==> src/rtl/issue_rat_redeem_queue_pkg.sv <==
// Shared types for the rename-side PRF redeem queue: register/tag widths and
// the queue entry layout also used by issue_rat_freelist.
package issue_rat_redeem_queue_pkg;

  localparam int unsigned PRF_WIDTH = 6;
  localparam int unsigned FGR_WIDTH = 4;

  typedef logic [PRF_WIDTH-1:0] prf_t;
  typedef logic [FGR_WIDTH-1:0] fgr_t;

  typedef struct packed {
    prf_t prf;
    fgr_t fgr;
    logic live;
    logic committed;
  } rq_entry_t;

  // Build a freshly released entry. A same-cycle abandon kills it and
  // suppresses any same-cycle commit of the same tag.
  function automatic rq_entry_t make_entry(
    input prf_t prf,
    input fgr_t fgr,
    input logic speculative,
    input logic commit_hit,
    input logic abandon_hit
  );
    rq_entry_t e;
    e.prf       = prf;
    e.fgr       = fgr;
    e.live      = !abandon_hit;
    e.committed = !speculative || (commit_hit && !abandon_hit);
    return e;
  endfunction

endpackage

==> src/rtl/issue_rat_redeem_queue_if.sv <==
// Release / redeem / commit / abandon signal bundle for issue_rat_redeem_queue.
interface issue_rat_redeem_queue_if;
  import issue_rat_redeem_queue_pkg::*;

  prf_t i_release_prf;
  fgr_t i_release_fgr;
  logic i_release_speculative;
  logic i_release_valid;
  logic o_release_ready;

  prf_t o_redeemed_prf;
  logic o_redeemed_valid;
  logic i_redeemed_ready;

  fgr_t i_commit_fgr;
  logic i_commit_valid;
  fgr_t i_abandon_fgr;
  logic i_abandon_valid;

  // Queue side
  modport slave (
    input  i_release_prf, i_release_fgr, i_release_speculative, i_release_valid,
    output o_release_ready,
    output o_redeemed_prf, o_redeemed_valid,
    input  i_redeemed_ready,
    input  i_commit_fgr, i_commit_valid, i_abandon_fgr, i_abandon_valid
  );

  // Rename / freelist / retire side
  modport master (
    output i_release_prf, i_release_fgr, i_release_speculative, i_release_valid,
    input  o_release_ready,
    input  o_redeemed_prf, o_redeemed_valid,
    output i_redeemed_ready,
    output i_commit_fgr, i_commit_valid, i_abandon_fgr, i_abandon_valid
  );
endinterface

==> src/rtl/issue_rat_redeem_queue.sv <==
// Holds PRFs released at rename until their FGR commits (then hands them to the
// freelist in order) or is abandoned (then skips them silently).
module issue_rat_redeem_queue
  import issue_rat_redeem_queue_pkg::*;
#(
  parameter int unsigned DEPTH = 8
) (
  input logic                     clk,
  input logic                     reset,
  issue_rat_redeem_queue_if.slave rq
);

  localparam int unsigned PTR_W = $clog2(DEPTH);
  localparam int unsigned CNT_W = PTR_W + 1;

  rq_entry_t        entries_q [DEPTH];
  rq_entry_t        entries_d [DEPTH];
  logic [PTR_W-1:0] head_q, head_d;
  logic [PTR_W-1:0] tail_q, tail_d;
  logic [CNT_W-1:0] count_q, count_d;

  logic [DEPTH-1:0] commit_hit;
  logic [DEPTH-1:0] abandon_hit;
  logic [DEPTH-1:0] live_upd;
  logic [DEPTH-1:0] committed_upd;

  logic      not_empty;
  logic      head_valid;
  logic      enq;
  logic      deq_hs;
  logic      deq_silent;
  logic      deq;
  rq_entry_t new_entry;

  // Per-entry tag match against the commit and abandon broadcasts
  for (genvar g = 0; g < DEPTH; g++) begin : g_match
    assign commit_hit[g]  = rq.i_commit_valid && entries_q[g].live
                            && (entries_q[g].fgr == rq.i_commit_fgr);
    assign abandon_hit[g] = rq.i_abandon_valid && entries_q[g].live
                            && !entries_q[g].committed
                            && (entries_q[g].fgr == rq.i_abandon_fgr);
    assign live_upd[g]      = entries_q[g].live && !abandon_hit[g];
    assign committed_upd[g] = entries_q[g].committed
                              || (commit_hit[g] && !abandon_hit[g]);
  end

  // Head status and handshakes, all from registered state
  assign not_empty  = (count_q != CNT_W'(0));
  assign head_valid = not_empty && entries_q[head_q].live && entries_q[head_q].committed;

  assign rq.o_release_ready  = (count_q != CNT_W'(DEPTH));
  assign rq.o_redeemed_valid = head_valid;
  assign rq.o_redeemed_prf   = head_valid ? entries_q[head_q].prf : '0;

  assign enq        = rq.i_release_valid && rq.o_release_ready;
  assign deq_hs     = head_valid && rq.i_redeemed_ready;
  assign deq_silent = not_empty && !entries_q[head_q].live;
  assign deq        = deq_hs || deq_silent;

  assign new_entry = make_entry(
    rq.i_release_prf,
    rq.i_release_fgr,
    rq.i_release_speculative,
    rq.i_commit_valid && (rq.i_commit_fgr == rq.i_release_fgr),
    rq.i_abandon_valid && (rq.i_abandon_fgr == rq.i_release_fgr)
  );

  // Next-state: tag updates first, then dequeue clear, then the enqueue write
  always_comb begin
    for (int i = 0; i < DEPTH; i++) begin
      entries_d[i]           = entries_q[i];
      entries_d[i].live      = live_upd[i];
      entries_d[i].committed = committed_upd[i];
    end
    head_d  = head_q;
    tail_d  = tail_q;
    count_d = count_q;

    if (deq_hs) begin
      entries_d[head_q].live = 1'b0;
    end
    if (deq) begin
      head_d = head_q + PTR_W'(1);
    end
    if (enq) begin
      entries_d[tail_q] = new_entry;
      tail_d            = tail_q + PTR_W'(1);
    end
    count_d = count_q + CNT_W'(enq) - CNT_W'(deq);
  end

  // State registers
  always_ff @(posedge clk or negedge reset) begin
    if (!reset) begin
      for (int i = 0; i < DEPTH; i++) begin
        entries_q[i] <= '0;
      end
      head_q  <= '0;
      tail_q  <= '0;
      count_q <= '0;
    end else begin
      for (int i = 0; i < DEPTH; i++) begin
        entries_q[i] <= entries_d[i];
      end
      head_q  <= head_d;
      tail_q  <= tail_d;
      count_q <= count_d;
    end
  end

endmodule

==> src/flat_wrapper.sv <==
// flat-port wrapper written by rule: the top's interface ports become plain ports
module issue_rat_redeem_queue_flat import issue_rat_redeem_queue_pkg::*;
#(
  parameter int unsigned DEPTH = 8
)
  (clk, reset, rq_i_release_prf, rq_i_release_fgr, rq_i_release_speculative, rq_i_release_valid, rq_o_release_ready, rq_o_redeemed_prf, rq_o_redeemed_valid, rq_i_redeemed_ready, rq_i_commit_fgr, rq_i_commit_valid, rq_i_abandon_fgr, rq_i_abandon_valid);
  issue_rat_redeem_queue_if rq_i ();
  input logic clk;
  input logic reset;
  input wire logic [$bits(rq_i.i_release_prf)-1:0] rq_i_release_prf;
  input wire logic [$bits(rq_i.i_release_fgr)-1:0] rq_i_release_fgr;
  input wire logic [$bits(rq_i.i_release_speculative)-1:0] rq_i_release_speculative;
  input wire logic [$bits(rq_i.i_release_valid)-1:0] rq_i_release_valid;
  output wire logic [$bits(rq_i.o_release_ready)-1:0] rq_o_release_ready;
  output wire logic [$bits(rq_i.o_redeemed_prf)-1:0] rq_o_redeemed_prf;
  output wire logic [$bits(rq_i.o_redeemed_valid)-1:0] rq_o_redeemed_valid;
  input wire logic [$bits(rq_i.i_redeemed_ready)-1:0] rq_i_redeemed_ready;
  input wire logic [$bits(rq_i.i_commit_fgr)-1:0] rq_i_commit_fgr;
  input wire logic [$bits(rq_i.i_commit_valid)-1:0] rq_i_commit_valid;
  input wire logic [$bits(rq_i.i_abandon_fgr)-1:0] rq_i_abandon_fgr;
  input wire logic [$bits(rq_i.i_abandon_valid)-1:0] rq_i_abandon_valid;
  assign rq_i.i_release_prf = rq_i_release_prf;
  assign rq_i.i_release_fgr = rq_i_release_fgr;
  assign rq_i.i_release_speculative = rq_i_release_speculative;
  assign rq_i.i_release_valid = rq_i_release_valid;
  assign rq_o_release_ready = rq_i.o_release_ready;
  assign rq_o_redeemed_prf = rq_i.o_redeemed_prf;
  assign rq_o_redeemed_valid = rq_i.o_redeemed_valid;
  assign rq_i.i_redeemed_ready = rq_i_redeemed_ready;
  assign rq_i.i_commit_fgr = rq_i_commit_fgr;
  assign rq_i.i_commit_valid = rq_i_commit_valid;
  assign rq_i.i_abandon_fgr = rq_i_abandon_fgr;
  assign rq_i.i_abandon_valid = rq_i_abandon_valid;
  issue_rat_redeem_queue #(.DEPTH(DEPTH)) u_core (.clk(clk), .reset(reset), .rq(rq_i));
endmodule
==> config.mk <==
export PLATFORM = sky130hd
export DESIGN_NAME = issue_rat_redeem_queue_flat
export DESIGN_NICKNAME = d
export VERILOG_FILES = /design/src/rtl/issue_rat_redeem_queue_pkg.sv /design/src/rtl/issue_rat_redeem_queue_if.sv /design/src/rtl/issue_rat_redeem_queue.sv /design/src/flat_wrapper.sv
export SDC_FILE = /design/constraint.sdc
export NUM_CORES = 1
export LEC_CHECK = 0
export BUFFER_PORTS_ARGS = -buffer_cell sky130_fd_sc_hd__buf_2
export CORE_UTILIZATION = 41
export DETAILED_ROUTE_END_ITERATION = 16
export PLACE_DENSITY = 0.65
export RECOVER_POWER = 25
export SLEW_MARGIN = 5
export SYNTH_ARGS = -nofsm -noshare
export SYNTH_HDL_FRONTEND = slang
export SYNTH_SLANG_ARGS = --single-unit
==> constraint.sdc <==
create_clock -name clk -period 4.2 [get_ports clk]
set_input_delay 1.05 -clock clk [delete_from_list [all_inputs] [get_ports clk]]
set_output_delay 1.05 -clock clk [all_outputs]
set_load 0.02 [all_outputs]
# Word-level counts from Yosys, hierarchy flattened
# Index checks and enable logic that the tools add are counted.
[op_classes]
bitwise = 2
muxes = 12
n_addsub = 4
reduce_logical = 96
magnitude_cmp = 4
n_eq_ne = 19
[ops]
columns = ["op", "n"]
rows = [
  ["$bwmux W96", 2],
  ["$mux W96", 2],
  ["$demux W12 S3", 2],
  ["$eq A4 B4 Y1", 18],
  ["$logic_and A1 B1 Y1", 66],
  ["$bmux W12 S3", 1],
  ["$mux W12", 3],
  ["$logic_not A1 Y1", 19],
  ["$logic_or A1 B1 Y1", 10],
  ["$ge A4 B4 Y1 const B", 2],
  ["$lt A4 B1 Y1 const B", 2],
  ["$not A3 Y4", 2],
  ["$add A3 B1 Y3 const B", 2],
  ["$mux W6", 1],
  ["$add A4 B1 Y4", 1],
  ["$ne A4 B4 Y1 const B", 1],
  ["$reduce_bool A4 Y1", 1],
  ["$sub A4 B1 Y4", 1],
  ["$mux W2", 1],
]
[word_totals]
inputBits = 25
regBits = 106

# Logic depth before layout (Yosys ltp)
[depth]
word_depth = 10
mapped_depth = 12

# Worst setup path before layout
# OpenSTA, ideal clock, no wires.
[synth_path]
path_kind = "register to output"
start = "register u_core.head_q[0]"
end = "output rq_o_redeemed_prf[1]"
required_ns = 3.150
stages_incl_launch_ff = 8
t_arrival_ns = 2.002
path_slack_ns = 1.148
cell_sequence = "dfrtp_1 -> buf_6 -> nor3b_1 -> o21ai_0 -> nand4_2 -> or2_1 -> buf_6 -> a211oi_1"
[synth_via]
elab_chain_cells = 7
[synth_lines]
columns = ["element", "line", "rtl"]
rows = [
  ["start: declaration", "issue_rat_redeem_queue.sv:18", "logic [PTR_W-1:0] head_q, head_d;"],
  ["start signal: assignment", "issue_rat_redeem_queue.sv:98", "head_q <= '0;"],
  ["start signal: assignment", "issue_rat_redeem_queue.sv:105", "head_q <= head_d;"],
  ["$not A3 Y4 (implied by the code) (*)", "issue_rat_redeem_queue.sv:49, issue_rat_redeem_queue.sv:53", ""],
  ["$bmux W12 S3 (*)", "issue_rat_redeem_queue.sv:49, issue_rat_redeem_queue.sv:53", ""],
  ["$mux W12 (implied by the code) (*) (2 in a row)", "issue_rat_redeem_queue.sv:49", "assign head_valid = not_empty && entries_q[head_q].live && entries_q[head_q].committed;"],
  ["$logic_and A1 B1 Y1 (2 in a row)", "issue_rat_redeem_queue.sv:49", ""],
  ["$mux W6 (*)", "issue_rat_redeem_queue.sv:53", "assign rq.o_redeemed_prf = head_valid ? entries_q[head_q].prf : '0;"],
  ["end: declaration", "flat_wrapper.sv:15", "output wire logic [$bits(rq_i.o_redeemed_prf)-1:0] rq_o_redeemed_prf;"],
]
# Mark *: on every way between the ends. The rest lies on a longest branch, timed or not. The select of a mux whose other input is x is not followed.

# Final worst setup path
[layout_path]
start = "register u_core.head_q[2]"
end = "output rq_o_redeemed_prf[1]"
# Same word-level chain as after synthesis.

==> results.sh <==
export IMPL_status="complete, but fails checks"
export IMPL_violations="max-capacitance violations, max-slew violations"
export IMPL_wire_per_inst_um=18.00
export IMPL_dp_hpwl_um=10120
export IMPL_worstMarginPinSlew_ns=1.585
export IMPL_cp_arrival_ns=2.76
export IMPL_antenna_found_initial=0
export IMPL_area_growth_pct=8.697
export IMPL_die_y_um=122.1
export IMPL_powerDensity_mw_per_mm2=786.5
export IMPL_grt_pass1_vias=4568
export IMPL_endpoint_kind="output pin"
export IMPL_r2r_start="u_core.head_q[2]"
export IMPL_period_share_pct=90.60
export IMPL_layout_cells_non_filler=796
export IMPL_synth_area_leader_cell="dfrtp_1"
export IMPL_whs_endpoint="u_core.entries_q[6]"
export IMPL_slew_limit_headroom_pct=-5.688
export IMPL_tns_ns=0
export IMPL_avgSynthCellArea_um2=9.872
export IMPL_hold_viol=0
export IMPL_cts_tree="built"
export IMPL_ys_seq_elements=106
export IMPL_diodes=0
export IMPL_gp_congestion=0.8435
export IMPL_final_common_cell="nand2_1"
export IMPL_fp_dieW_um=122.1
export IMPL_cts_buffers=9
export IMPL_crit_type="reg -> out"
export IMPL_synth_top_area_share_pct=44.86
export IMPL_cts_path_max_buffers=2
export IMPL_p_leak_nw=2.905
export IMPL_rr_endpoint="u_core.count_q[2]"
export IMPL_start_util_pct=42.27
export IMPL_period_minus_slack_ns=3.805
export IMPL_grt_usage_pct=20.93
export IMPL_grt_first_pass_wirelength_um=23650
export IMPL_peakVddDrop_v=0.0002801
export IMPL_ys_seq_area_share_pct=44.86
export IMPL_vias=4404
export IMPL_finalMaxSlewViolations=61
export IMPL_holdBufCountCts=0
export IMPL_synth_edf_count=0
export IMPL_synth_cell_types=50
export IMPL_die_area_mm2=0.01491
export IMPL_drive_gt1_share_pct=18.51
export IMPL_firstDrtPassIters=5
export IMPL_max_freq_mhz=262.8
export IMPL_synthTopCellsByArea="dfrtp_1 (45%), nand2_1 (10%), mux2_2 (7.0%)"
export IMPL_wirelength_um=14330
export IMPL_h_tree_depth=3
export IMPL_drc_errors=0
export IMPL_cts_num_sinks=106
export IMPL_nNetsFinal=645
export IMPL_layout_common_cells="nand2_1 (160), dfrtp_1 (106), xnor2_1 (39), xor2_1 (38), mux2_2 (37)"
export IMPL_postRouteAntennaNets=0
export IMPL_fin_skew_ns=0.01205
export IMPL_io_buffers=32
export IMPL_post_cts_buffers=0
export IMPL_cap_violations=1
export IMPL_grt_max_degree=62
export IMPL_rsz0062_at_grt="false"
export IMPL_ys_flop_type="dfrtp_1"
export IMPL_synth_fp_nets=633
export IMPL_setup_viol=0
export IMPL_hp_start="u_core.entries_q[6]"
export IMPL_cp_max_fo=18
export IMPL_insertion_delay_ns=0.36
export IMPL_rows=43
export IMPL_worstPathRequired_ns=3.15
export IMPL_worstSetupStartpointType="register"
export IMPL_yosysWarnings=0
export IMPL_clk_pin_slew_ns=0.08
export IMPL_viasPerCell=5.533
export IMPL_rrSetupSlack_ns=1.23
export IMPL_reg2reg_depth=11
export IMPL_grt_overflow_total=0
export IMPL_core_mm2=0.01399
export IMPL_hold_path_class="reg -> reg"
export IMPL_boundaryPins=33
export IMPL_cts_root_buf="clkbuf_16"
export IMPL_finalPower_mw=5.055
export IMPL_dp_cells=780
export IMPL_syn_inst=599
export IMPL_min_path_cells=2
export IMPL_synthArstFlopShare_pct=100.0
export IMPL_drtIter0Drc=276
export IMPL_synth_cell_area_mm2=0.005913
export IMPL_cts_resized=0
[critical path, cell delays in order (launching register included)]
cell	delay [ns]
dfrtp_1	0.57
buf_4	0.34
or2_2	0.16
o32a_1	0.18
nand4_2	0.22
or2_1	0.46
a211oi_1	0.25
buf_2	0.21
[cells by family (layout without fill, tap and decap cells)]
logic type | after synthesis | count (layout) | share of synthesized area, %
and+or+nand+nor | 247 | 247 | 18.49
buffers and inverters | 53 | 70 | 4.528
DFF | 106 | 106 | 44.86
AOI/OAI and AO/OA | 50 | 50 | 6.390
adders and majority gates | 9 | 9 | 2.031
muxes | 57 | 57 | 12.29
xor gates and xnor gates | 77 | 77 | 11.41
[power by group]
group / switching [mW] / total [mW] / internal (mW)
Sequential: 0.433 / 1.95 / 1.52
Combinational: 1.20 / 2.29 / 1.08
Clock: 0.406 / 0.814 / 0.408
Total: 2.04 / 5.06 / 3.01
[cells in the mapped netlist, drive strengths merged, types with 2 or more instances]
cell and n:
nand3 16, xnor2 39, a41oi 4, clkbuf 12, inv 15, nand2 161
mux4 8, mux2i 10, o22ai 6, o21ai 5, a2bb2oi 7, nand2b 7
o31ai 3, nor3 18, ha 8, mux2 39, a31oi 2, or2 6
nor3b 4, o41a 4, nor2 22, nor4 5, o32a 4, o41ai 3
dfrtp 106, a21oi 8, buf 25, or3 3, xor2 38
[sequential cells by signal, indices dropped and copies added (netlist names)]
signal            flops
u_core.count_q        4
u_core.entries_q     96
u_core.head_q         3
u_core.tail_q         3
[final cells by class]
class                   count  area [um2]
inverters                  16       60.06
clock buffers               9       225.2
fillers                  1375        7561
clock inverters             7       53.80
well taps                 180       225.2
multi-input cells         440        2993
flip-flops and latches    106        2653
repair buffers             38       217.7
[routing by layer]
metal | share of wire (%) | up-vias | global-route usage, %
met3 | 5.3 | 21 | 5.197
met5 | 0 | - | 0
met1 | 45 | 2230 | 27.65
li1 | - | 2046 | -
met4 | 1.8 | 0 | 6.021
met2 | 48 | 107 | 33.97
[per-stage QoR]
stage	cell area [um2]	hold WS [ns]	worst slack (ns)	utilization (%)
finish	6427	0.4770	0.3947	45.95
global route	6427	0.4981	0.2454	45.95
CTS	6430	0.4805	0.3985	45.97
detailed placement	6151	0.4583	0.8081	43.97
global placement	6151	0.4529	0.9396	43.97
floorplan	5913	0.4403	1.148	-
[worst max-delay path by stage]
stage                            to              from  slack, ns  cells after the start
2_1_floorplan  rq_o_redeemed_prf[1]  u_core.head_q[0]       1.15                      7
3_3_place_gp   rq_o_redeemed_prf[1]  u_core.head_q[2]       0.94                      7
3_5_place_dp   rq_o_redeemed_prf[1]  u_core.head_q[2]       0.81                      7
4_1_cts        rq_o_redeemed_prf[1]  u_core.head_q[2]       0.40                      7
5_1_grt        rq_o_redeemed_prf[1]  u_core.head_q[2]       0.25                      7
6_report       rq_o_redeemed_prf[1]  u_core.head_q[2]       0.39                      7
No activity file was read; power rests on OpenSTA's default activity.
